**config.mk**
```make
export PLATFORM = sky130hd
export DESIGN_NAME = bsg_locking_arb_unlocker
export DESIGN_NICKNAME = d
export VERILOG_FILES = /design/src/rtl/bsg_locking_arb_unlocker.sv
export SDC_FILE = /design/constraint.sdc
export NUM_CORES = 1
export LEC_CHECK = 0
export BUFFER_PORTS_ARGS = -buffer_cell sky130_fd_sc_hd__buf_2
export CAP_MARGIN = 10
export CORE_AREA = 5 5 226 228
export CTS_CLUSTER_DIAMETER = 60
export DETAILED_ROUTE_END_ITERATION = 12
export DIE_AREA = 0 0 231 233
export GPL_ROUTABILITY_DRIVEN = 1
export HOLD_SLACK_MARGIN = 0.15
export SLEW_MARGIN = 20
export SYNTH_ARGS = -nofsm -noshare
export SYNTH_HDL_FRONTEND = slang
export SYNTH_SLANG_ARGS = --single-unit
```
**constraint.sdc**
```tcl
create_clock -name clk_i -period 1.7 [get_ports clk_i]
set_input_delay 0.085 -clock clk_i [delete_from_list [all_inputs] [get_ports clk_i]]
set_output_delay 0.085 -clock clk_i [all_outputs]
set_load 0.005 [all_outputs]
```
**src/rtl/bsg_locking_arb_unlocker.sv**
```systemverilog
// Consumer side of a locking fixed-priority arbiter.
// Muxes the granted source onto one downstream port with zero latency and no storage.
// Each packet's length comes from its header beat. Unlock is raised on the final beat,
// so the arbiter lock covers exactly one packet.
module bsg_locking_arb_unlocker #(
   parameter int inputs_p    = 16,
   parameter int width_p     = 32,
   parameter int len_width_p = 4,
   parameter int id_width_p  = (inputs_p == 1) ? 1 : $clog2(inputs_p)
) (
   input  logic                        clk_i,
   input  logic                        reset_n_i,
   input  logic [inputs_p-1:0]         grants_i,
   input  logic [inputs_p*width_p-1:0] data_i,
   output logic [inputs_p-1:0]         yumi_o,
   output logic                        arb_ready_o,
   output logic                        unlock_o,
   output logic                        v_o,
   output logic [width_p-1:0]          data_o,
   output logic [id_width_p-1:0]       id_o,
   output logic                        last_o,
   input  logic                        ready_i,
   output logic                        error_o
);

   typedef enum logic [0:0] {
      HDR  = 1'b0,
      BODY = 1'b1
   } state_t;

   state_t                 r_state;
   state_t                 w_state_next;
   logic [len_width_p-1:0] r_cnt;
   logic [len_width_p-1:0] w_cnt_next;
   logic [id_width_p-1:0]  r_id;
   logic [id_width_p-1:0]  w_id_next;
   logic                   r_error;
   logic                   w_error_next;

   logic [width_p-1:0]     w_slice [inputs_p];
   logic [inputs_p-1:0]    w_id_hot;
   logic [width_p-1:0]     w_data;
   logic [id_width_p-1:0]  w_enc;
   logic [len_width_p-1:0] w_len;
   logic                   w_valid;
   logic                   w_fire;
   logic                   w_last;
   logic                   w_multi;
   logic                   w_wrong_src;

   // Per-source gated slice, plus a one-hot image of the locked id for the error check.
   for (genvar gi = 0; gi < inputs_p; gi++) begin : g_src
      assign w_slice[gi]  = data_i[gi*width_p +: width_p] & {width_p{grants_i[gi]}};
      assign w_id_hot[gi] = (r_id == id_width_p'(gi));
   end

   // AND-OR mux of the granted beat and a binary encoding of the grant vector.
   always_comb begin
      w_data = '0;
      w_enc  = '0;
      for (int i = 0; i < inputs_p; i++) begin
         w_data = w_data | w_slice[i];
         if (grants_i[i]) begin
            w_enc = w_enc | id_width_p'(i);
         end
      end
   end

   // Handshake signals. While reset is held, the arbiter is kept unlocked and the datapath is kept quiet.
   assign w_len       = w_data[len_width_p-1:0];
   assign w_valid     = reset_n_i & (|grants_i);
   assign w_fire      = w_valid & ready_i;
   assign v_o         = w_valid;
   assign data_o      = w_data;
   assign arb_ready_o = reset_n_i & ready_i;
   assign yumi_o      = grants_i & {inputs_p{w_fire}};
   assign last_o      = w_last;
   assign unlock_o    = ~reset_n_i | (w_fire & w_last);
   assign error_o     = r_error;

   // Protocol violations: the grant is not one-hot, or the grant inside a packet is not the locked source.
   assign w_multi      = |(grants_i & (grants_i - inputs_p'(1)));
   assign w_wrong_src  = (r_state == BODY) & (|grants_i) & (grants_i != w_id_hot);
   assign w_error_next = r_error | w_multi | w_wrong_src;

   // Packet framing: the next state, the beat counter, the locked id and the last-beat flag.
   always_comb begin
      w_state_next = r_state;
      w_cnt_next   = r_cnt;
      w_id_next    = r_id;
      w_last       = 1'b0;
      id_o         = w_enc;
      case (r_state)
         HDR: begin
            id_o   = w_enc;
            w_last = w_valid & (w_len == '0);
            if (w_fire && (w_len != '0)) begin
               w_cnt_next   = w_len;
               w_id_next    = w_enc;
               w_state_next = BODY;
            end
         end
         BODY: begin
            id_o   = r_id;
            w_last = w_valid & (r_cnt == len_width_p'(1));
            if (w_fire) begin
               w_cnt_next = r_cnt - len_width_p'(1);
               if (r_cnt == len_width_p'(1)) begin
                  w_state_next = HDR;
               end
            end
         end
         default: w_state_next = HDR;
      endcase
   end

   // Registered framing state and sticky error. Reset returns to header-expecting state at once.
   always_ff @(posedge clk_i or negedge reset_n_i) begin
      if (!reset_n_i) begin
         r_state <= HDR;
         r_cnt   <= '0;
         r_id    <= '0;
         r_error <= 1'b0;
      end else begin
         r_state <= w_state_next;
         r_cnt   <= w_cnt_next;
         r_id    <= w_id_next;
         r_error <= w_error_next;
      end
   end

endmodule

```
**Word level (Yosys, flattened, before mapping)**

Cells that the tools add are included.
Widths: inputs -> output; s select.

- Register bits after elaboration: 10
- Input port bits: 531
- Output and inout bits: 57
- Word-level logic and storage cells: 103

- Add/subtract/negate cells: 2
- Equal/unequal tests: 19
- Muxes and demuxes: 24
- Bitwise operators: 46
- Reduce and logical (&&, ||, !) cells: 8

Operators with widths:

| operator | number |
|---|---|
| $and 32x32->32 | 16 |
| $or 32x32->32 | 15 |
| $mux 4 | 10 |
| $and 16x16->16 | 2 |
| $eq 4x4->1 const B | 8 |
| $reduce_or 16->1 | 2 |
| $eq 4x3->1 const B | 4 |
| $ne 16x16->1 | 1 |
| $pmux 4 s2 | 2 |
| $sub 16x1->16 const B | 1 |
| $mux 3 | 4 |
| $and 1x1->1 | 8 |
| $eq 4x1->1 const B | 2 |
| $eq 4x2->1 const B | 2 |
| $logic_not 4->1 | 2 |
| $mux 1 | 4 |
| $mux 2 | 2 |
| $pmux 1 s2 | 2 |
| $reduce_and 2->1 | 2 |
| $reduce_bool 4->1 | 1 |
| $sub 4x1->4 const B | 1 |
| $or 1x1->1 | 3 |
| $ne 2x1->1 const B | 1 |
| $ne 2x2->1 const B | 1 |
| other kinds (2) | 3 |

**Depth between registers and ports, before layout**

Gate-level depths: netlist of the first run.

- Depth after elaboration: 21
- Mapped depth: 8
- Depth with buffers taken out: 6

**Worst setup path after synthesis of the first run**

Ideal clock, no wire load.

- Kind: register to register
- From: register r_id[1]
- To: register r_error, in the netlist error_o
- Arrival: 1,478 ps
- Data required time: 1,562 ps
- Slack: 85 ps
- Stages on the path, launching flop included: 8
- Path buffers: 1
- Period minus slack after synthesis: 1,615 ps
- Cell sequence: dfrtp_1 > clkbuf_1 > nor2_1 > a311o_1 > a22oi_1 > o2111ai_1 > o211ai_1 > nand4_1

- Longest elaborated chain between the ends: 4
- Elaborated cells between the ends (all ways): 19
- Those cells by class: eq/ne (16); bitwise (2); reduce/logical (1)

RTL lines:

| item | line | RTL |
|---|---|---|
| from (decl) | 35 | `logic [id_width_p-1:0] r_id;` |
| from (signal assigned) | 127 | `r_id <= w_id_next;` |
| $eq 4x1->1, or another cell as far along | 54 | `assign w_id_hot[gi] = (r_id == id_width_p'(gi));` |
| $ne 16x16->1 (*) | 83 | `assign w_wrong_src = (r_state == BODY) & (\|grants_i) & (grants_i != w_id_hot);` |
| $and 1x1->1 (*) | 83 |  |
| $or 1x1->1 (*) | 84 | `assign w_error_next = r_error \| w_multi \| w_wrong_src;` |
| net w_error_next | 38 | `logic w_error_next;` |
| to (signal assigned) | 128 | `r_error <= w_error_next;` |
| to (decl) | 37 | `logic r_error;` |

Mark *: on every way through the listed nets, which the timed path passes. The rest lies on a longest branch.
A chain may end at the register's enable or synchronous reset.

**Worst setup path in the final report of the first run**

- From: register r_id[3]
- To: register r_error, in the netlist error_o

The elaborated chain is that of the path after synthesis.

==> out/metrics.yaml, run 1 <==
status: "complete, but fails checks"
post_drt_wl_per_cell_um: 31.18
ys_ff_latch: 10
fp.dieW_um: 231
syn_inst: 566
hpwl_mm: 50.04
maxCapViolations: 0
antenna_found_initial: 40
cts_max_path_buffers: 2
dr_total_vias: 8771
htreeDepth: 1
maxSlewHeadroom_pct: 70.57
vdd_ir_drop_max_uv: 374.4
cp_data_arrival_time_ps: 1890
drc_errors: 0
top_usage_layer: "met2"
seq_area_frac_synth_pct: 5.826
hp-class: "input port to async pin"
fillers: 5611
gp_congestion: 0.9510
ys_types: 61
yosysWarnings: 0
syn_area_um2: 4295
pwr_density_cell_nw_per_um2: 450.8
syn2layout_area_growth_pct: 113.0
drtIter0Drc: 646
grt_overflow: 0
io_pins: 588
dr.pass1.iters: 5
cts.clk_slew.worst_paths_ps: 40
worstPathRequired_ps: 1800
drive_gt1_share_pct: 64.66
dp.cells: 1809
hold_viol_final: 0
post-route-period-util_pct: 105.2
final_common_cell: "buf_2"
antenna_left: 0
critical_path_class: "flop to flop"
violations: "setup timing"
fmax_ghz: 0.5589
fin_ws_ps: -89.20
synth_fp_nets: 1099
core.rowCount: 81
clk_latency_ps: 240
layout_common_cells: "buf_2, a22o_1, buf_4"
grt_setup_unrepaired: "yes"
skew_ps: 4.379
fp.dieH_um: 233
grtUsageMet1_pct: 22.99
tritoncts: "built"
layout.nets: 1731
grt_usage_pct: 19.41
worst_setup_path_start_kind: "flop"
port_buffers: 587
multi_input_comb_area_um2: 3930
die-area_um2: 53820
grt_max_degree: 27
routed_via_density: 4.782
synth_flop_cell: "dfrtp_1"
final_core_util_pct: 18.80
fin_crit_ps: 1789
ff_latch_area_um2: 252.7
setup_violations: 1
root_buffer: "clkbuf_16"
finalSetupTns_ps: -89.20
worstMarginPinSlew_ps: 441.4
finalMaxSlewViolations: 0
end_kind: "flop"
cts_inserted_buffers: 3
numClockSinks: 10
core_area_um2: 48650
grt_pass1_wl_mm: 72.47
synth-edff-count: 0
leakagePower_uw: 0.004347
grt_pass1_vias: 8766
routed_wl_mm: 57.19
synth-async-reset-ratio_pct: 100.0
initial_core_util_pct: 8.830
instances_no_fill: 1834
crit_path_max_fanout: 8
grtUsageMet2_pct: 30.91
syn-mean-instance-area_um2: 7.589
gr-usage-met3_pct: 8.908
stage by stage:
stage / total power [uW] / worst slack [ps] / area (um^2) / hold WS, ps
2_1_floorplan: 1711 / 84.71 / 4295 / -210.6
3_3_place_gp: 3404 / -179.2 / 8688 / 32.65
3_5_place_dp: 3407 / -174.0 / 8688 / 35.67
4_1_cts: 3950 / -66.38 / 8837 / 317.3
5_1_grt: 4380 / -165.1 / 9133 / 334.7
6_report: 4123 / -89.20 / 9148 / 310.2
sequential cells by signal, indices dropped and copies added, names as in the netlist:
name,flops
r_id,4
r_state,1
error_o,1
r_cnt,4
area by class of cell:
class | count | share of cell area (%)
clock buffer | 4 | 0.9711
antenna | 15 | 0.4103
timing repair buffer | 702 | 43.93
inverter | 11 | 0.4514
tap | 622 | 8.508
sequential | 10 | 2.763
multi-input combinational | 470 | 42.96
power breakdown:
group / switching (uW) / internal (uW) / total (uW)
Clock: 125 / 355 / 480
Combinational: 1610 / 1600 / 3200
Sequential: 117 / 324 / 441
Total: 1850 / 2280 / 4120
cell usage after synthesis (all sizes together) (3+ instances only):
cell / instances / area [um^2]
a21oi: 10 / 50.05
a221oi: 112 / 980.9
a22o: 112 / 980.9
a22oi: 33 / 282.8
a311o: 3 / 30.03
a31oi: 5 / 31.28
and2: 18 / 112.6
and4: 3 / 28.78
buf: 34 / 163.9
clkbuf: 41 / 155.1
dfrtp: 10 / 250.2
inv: 11 / 41.29
mux2: 8 / 105.1
nand2: 19 / 71.32
nand3: 8 / 52.55
nand4: 36 / 244.0
nor2: 22 / 82.58
nor2b: 7 / 43.79
nor3: 7 / 78.83
nor4: 7 / 50.05
nor4bb: 5 / 50.05
o211ai: 6 / 45.04
o21ai: 20 / 103.9
repair_timing:
| item | in CTS | in global routing |
|---|---|---|
| pin swaps | 5 | 21 |
| setup endpoints to repair | 7 | 31 |
| resized for setup | 6 | 52 |
| hold buffers | 1 | 0 |
| endpoints found under the hold margin | 10 | 0 |
| setup buffers | 3 | 2 |
final timing paths:
path                        startpoint  depth (start not counted)        to  slack [ps]
setup / recovery               r_id[3]                          8   error_o         -90
hold / removal               reset_n_i                          3   error_o         310
setup reg to reg               r_id[3]                          8   error_o         -90
hold reg to reg               r_cnt[1]                          2  r_cnt[1]         620
max in group asynchronous    reset_n_i                          3   r_id[0]        1210
min in group clk_i         data_i[451]                          7  r_cnt[3]         450
critical path, stage by stage (launching register included):
cell and delay, ps:
dfrtp_2 440, buf_6 140, buf_12 120, and4bb_2 270, o21ai_0 70, a21oi_1 180, o2111ai_2 110, o211ai_1 190
nand4_1 120
layer usage:
metal | part of all wire, % | vias up
met4 | 4.9 | 22
li1 | - | 3767
met1 | 37 | 4062
met2 | 44 | 751
met5 | 0.26 | -
met3 | 14 | 169
cell families (layout without fill, tap and decap cells):
family,Yosys count,count (layout),synth area share (%)
fa+ha+maj,3,3,0.8155
simple gates,146,146,21.85
compound gates,312,312,60.47
flops,10,10,5.826
other cells,0,15,0
xor+xnor,1,1,0.2039
buf+inv,86,717,8.389
mux,8,8,2.447
(Power assumes the default switching activity.)
==> inputs of run 2 (changes only) <==
CORE_AREA = 5 5 223 225   (was 5 5 226 228)
DIE_AREA = 0 0 228 230   (was 0 0 231 233)
GPL_TIMING_DRIVEN = 0   (was not set)
==> out/metrics.yaml, run 2 (synthesized netlist as in run 1, its figures left out) <==
grt_max_degree: 11
pwr-share-comb_pct: 78.9
rr_worst_depth: 7
final_common_cell: "buf_2"
layout.nets: 1715
cts.clk_slew.worst_paths_ps: 50
grt_overflow: 0
die-area_um2: 52440
violations: "setup timing"
min-delay-start: "grants_i[6]"
dr_total_vias: 9179
worstMarginPinSlew_ps: 541.2
finalMaxSlewViolations: 0
hold_viol_final: 0
clk_latency_ps: 250
routed_wl_mm: 64.26
pwr_density_cell_nw_per_um2: 466.8
syn2layout_area_growth_pct: 119.7
wl_met3_mm: 7.033
drtIter0Drc: 870
antenna_left: 0
post_drt_wl_per_cell_um: 35.48
crit_path_max_fanout: 10
port_buffers: 586
wl_met2_mm: 29.56
vdd_ir_drop_max_uv: 344.1
gp_congestion: 0.9589
dp.cells: 1767
cp_data_arrival_time_ps: 2000
core_area_um2: 47350
cts_max_path_buffers: 2
hpwl_mm: 52.33
grt_pass1_wl_mm: 81.56
hp-class: "input port to flop"
instances_no_fill: 1811
grt_pass1_vias: 9252
fp.dieH_um: 230
grt_usage_pct: 22.49
r2r_slack_ps: -220
pwr-share-seq_pct: 10.1
r2r-start: "r_id[3]"
layout_common_cells: "buf_2, a22o_1, a221oi_1"
core.rowCount: 80
worst_setup_path_start_kind: "flop"
root_buffer: "clkbuf_16"
dr.max_layer_used: "met5"
worstPathRequired_ps: 1780
reg2reg_to: "error_o"
fp.dieW_um: 228
dr.pass1.iters: 5
io_pins: 588
setup_violations: 4
p_sw_uw: 2090
critical_path_class: "flop to flop"
hold_end: "r_id[2]"
largest_registers: "r_cnt x4, r_id x4"
skew_ps: 7.354
drc_errors: 0
tritoncts: "built"
grt_setup_unrepaired: "yes"
maxSlewHeadroom_pct: 63.92
fin_ws_ps: -224.0
switching_share_pct: 47.44
numClockSinks: 10
fin_crit_ps: 1924
post-route-period-util_pct: 113.2
final_core_util_pct: 19.94
drive_gt1_share_pct: 65.20
fmax_ghz: 0.5198
maxCapViolations: 0
leakagePower_uw: 0.004434
power.internal_uw: 2316
cts_inserted_buffers: 3
status: "complete, but fails checks"
wl_met1_mm: 24.57
htreeDepth: 1
initial_core_util_pct: 9.072
end_kind: "flop"
clock_power_share_pct: 11.0
routed_via_density: 5.068
antenna_found_initial: 43
hold_depth: 4
run 2: cell count changes in the layout (fill, tap and decap cells not counted), moves of 4 or more:
cell | previous run | this run
a221oi_2 | 21 | 13
clkbuf_8 | 1 | 13
a221oi_4 | 0 | 12
clkbuf_2 | 0 | 4
buf_12 | 14 | 9
clkbuf_16 | 3 | 7
a221oi_1 | 91 | 87
buf_8 | 0 | 13
buf_4 | 94 | 35
clkbuf_4 | 2 | 12
run 2: stage by stage:
stage	setup slack (ps)	area, um^2	total power (uW)	hold WS (ps)	TNS (ps)
2_1_floorplan	84.71	4295	1711	-210.6	0
3_3_place_gp	-1913	7998	3224	-28.20	-51050
3_5_place_dp	-1245	8028	3263	-21.01	-36930
4_1_cts	-133.6	9057	4142	313.5	-135.9
5_1_grt	-261.9	9427	4619	295.9	-305.3
6_report	-224.0	9439	4406	275.9	-314.8
run 2: what timing repair did:
item,4_1_cts,5_1_grt
hold buffers,1,0
endpoints found under the setup margin,60,32
pin swaps,17,22
resized for setup,230,61
setup buffers,9,14
endpoints found under the hold margin,10,0
cloned,0,1
run 2: layer usage:
layer	global-route usage, %	up-vias
met5	0	-
met4	8.130	20
met3	8.093	172
met2	37.86	904
met1	26.42	4349
li1	-	3734
run 2: cell type report:
cell class              instances  area [um^2]
diodes                         15        37.54
plain buffers                  75        878.3
clock buffers                   4        88.84
fillers                      5344        37910
inverters                      11        41.29
multi-input cells             470         4179
flip-flops and latches         10        254.0
well taps                     615        769.5
repair buffers                611         3191
run 2: worst max path at each step:
stage	from	end	slack, ps	cells after the start
3_5_place_dp	grants_i[15]	data_o[28]	-1250	7
6_report	r_id[3]	error_o	-220	7
3_3_place_gp	grants_i[15]	data_o[28]	-1910	7
5_1_grt	r_id[2]	error_o	-260	7
4_1_cts	r_id[2]	error_o	-130	6
2_1_floorplan	r_id[1]	error_o	80	7
run 2: power groups by stage:
stage / registers, uW / logic, uW / clock network, uW
global route: 456 / 3670 / 497
global placement: 425 / 2800 / 0
CTS: 428 / 3220 / 490
finish: 445 / 3480 / 485
detailed placement: 425 / 2840 / 0
floorplan: 397 / 1310 / 0
run 2: critical path, cell delays in order, from the launching register on:
cell and delay [ps]:
dfrtp_2 440, clkbuf_4 210, a21oi_1 160, a211oi_1 70
o31ai_1 310, o2111ai_1 190, o211ai_1 220, nand4_1 160
==> inputs of run 3 (changes only) <==
--- a/config.mk
+++ b/config.mk
@@ -10,3 +10,2 @@
 export CORE_AREA = 5 5 223 225
-export CTS_CLUSTER_DIAMETER = 60
 export DETAILED_ROUTE_END_ITERATION = 12
==> constraint.sdc (replaced) <==
create_clock -name clk_i -period 1.7 [get_ports clk_i]
set_input_delay 0.255 -clock clk_i [delete_from_list [all_inputs] [get_ports clk_i]]
set_output_delay 0.255 -clock clk_i [all_outputs]
set_load 0.005 [all_outputs]
==> out/metrics.yaml, run 3 (synthesized netlist as in run 1, its figures left out) <==
r2r_slack_ps: -210
crit_path_max_fanout: 5
post_drt_wl_per_cell_um: 36.29
grtUsageMet2_pct: 38.90
worstPathRequired_ps: 1440
grtUsageMet1_pct: 28.24
leakagePower_uw: 0.005365
skew_ps: 5.054
layout.nets: 1786
routed_wl_mm: 68.04
critical_path_class: "input port to primary output"
cts.clk_slew.worst_paths_ps: 50
hold_viol_final: 0
gp_congestion: 0.9589
root_buffer: "clkbuf_16"
routed_via_density: 5.121
top_usage_layer: "met2"
cts_max_path_buffers: 2
antenna_found_initial: 37
fp.dieH_um: 230
rr_worst_depth: 7
die-area_um2: 52440
hpwl_mm: 52.33
grt_setup_unrepaired: "yes"
port_buffers: 586
drtIter0Drc: 1039
io_pins: 588
core_area_um2: 47350
status: "complete, but fails checks"
holdWs_ps: 408.6
reg2reg_to: "error_o"
htreeDepth: 1
cts_inserted_buffers: 3
hp-class: "input port to flop"
gr-usage-met3_pct: 6.982
worstMarginPinSlew_ps: 521.4
hold_end: "r_id[3]"
drive_gt1_share_pct: 75.40
end_kind: "primary output"
cp_data_arrival_time_ps: 1790
initial_core_util_pct: 9.072
numClockSinks: 10
drc_errors: 0
fin_crit_ps: 2042
vdd_ir_drop_max_uv: 363.5
antenna_left: 0
violations: "setup timing"
largest_registers: "r_cnt x4, r_id x4"
post-route-period-util_pct: 120.1
fillers: 5105
setup_violations: 50
hold_depth: 4
finalMaxSlewViolations: 0
grt_pass1_vias: 9645
maxCapViolations: 0
maxSlewHeadroom_pct: 65.12
fp.dieW_um: 228
worst_setup_path_start_kind: "input port"
fmax_ghz: 0.4898
finalPower_uw: 5234
placed_area_um2: 8028
final_core_util_pct: 24.53
grt_max_degree: 11
grt_usage_pct: 23.40
min-delay-start: "grants_i[13]"
grt_overflow: 0
stdcell_area_um2: 11610
final_common_cell: "buf_2"
grt_pass1_wl_mm: 84.92
tritoncts: "built"
clk_latency_ps: 250
r2r-start: "r_id[3]"
fin_ws_ps: -341.7
layout_common_cells: "buf_2, a22o_1, a221oi_2"
dr_total_vias: 9601
finalSetupTns_ps: -7951
syn2layout_area_growth_pct: 170.4
core.rowCount: 80
pwr_density_cell_nw_per_um2: 450.6
dr.pass1.iters: 5
-- run 3: cell types whose count changed in the layout (fill, tap and decap cells not counted), sizes merged --
cell,delta
clkbuf,-1
buf,+71
bufbuf,+1
diode,-7
-- run 3: worst max-delay path by stage --
| stage | from | endpoint | slack (ps) | cells past startpoint |
|---|---|---|---|---|
| after detailed placement | grants_i[15] | data_o[28] | -1590 | 7 |
| after global placement | grants_i[15] | data_o[28] | -2250 | 7 |
| after floorplan | grants_i[1] | unlock_o | 50 | 7 |
| after global routing | grants_i[1] | unlock_o | -360 | 9 |
| final | grants_i[4] | data_o[19] | -340 | 8 |
| after CTS | grants_i[1] | unlock_o | -250 | 9 |
-- run 3: power by group --
group	total (uW)	internal [uW]	leakage [uW]	switching (uW)
Combinational	4300	2160	0.00522	2140
Clock	486	356	0.0000442	131
Sequential	451	326	0.0000994	125
-- run 3: layer usage --
metal | vias up | share of wire, %
met5 | - | 0.28
met4 | 28 | 4.9
li1 | 3888 | -
met1 | 4601 | 38
met2 | 885 | 46
met3 | 199 | 10
-- run 3: layout make-up --
cell class	count	area, um^2	share of cell area (%)
antenna	8	20.02	0.1724
buffer	74	1229	10.58
clock buffer	4	88.84	0.7648
inverter	11	43.79	0.3770
multi-input combinational	470	4918	42.35
sequential	10	254.0	2.187
tap	615	769.5	6.625
timing repair buffer	683	4292	36.95
-- run 3: per-stage QoR --
stage | instances | setup slack (ps)
CTS | 1827 | -253.3
floorplan | 566 | 46.40
finish | 1875 | -341.7
global route | 1874 | -359.3
global placement | 1767 | -2253
detailed placement | 1767 | -1585
-- run 3: worst max-delay path, stage by stage --
cell,delay [ps]
buf_12,110
buf_12,130
buf_12,130
clkbuf_16,180
a22o_1,220
a221oi_2,310
nand4_1,240
buf_2,200
-- run 3: repair_timing --
| item | CTS | global route |
|---|---|---|
| pin swaps | 74 | 56 |
| gates resized for setup | 433 | 141 |
| setup buffers | 50 | 44 |
| hold buffers | 1 | 0 |
| gates cloned | 5 | 3 |
| setup endpoints to repair | 64 | 55 |
| hold endpoints to repair | 10 | 0 |
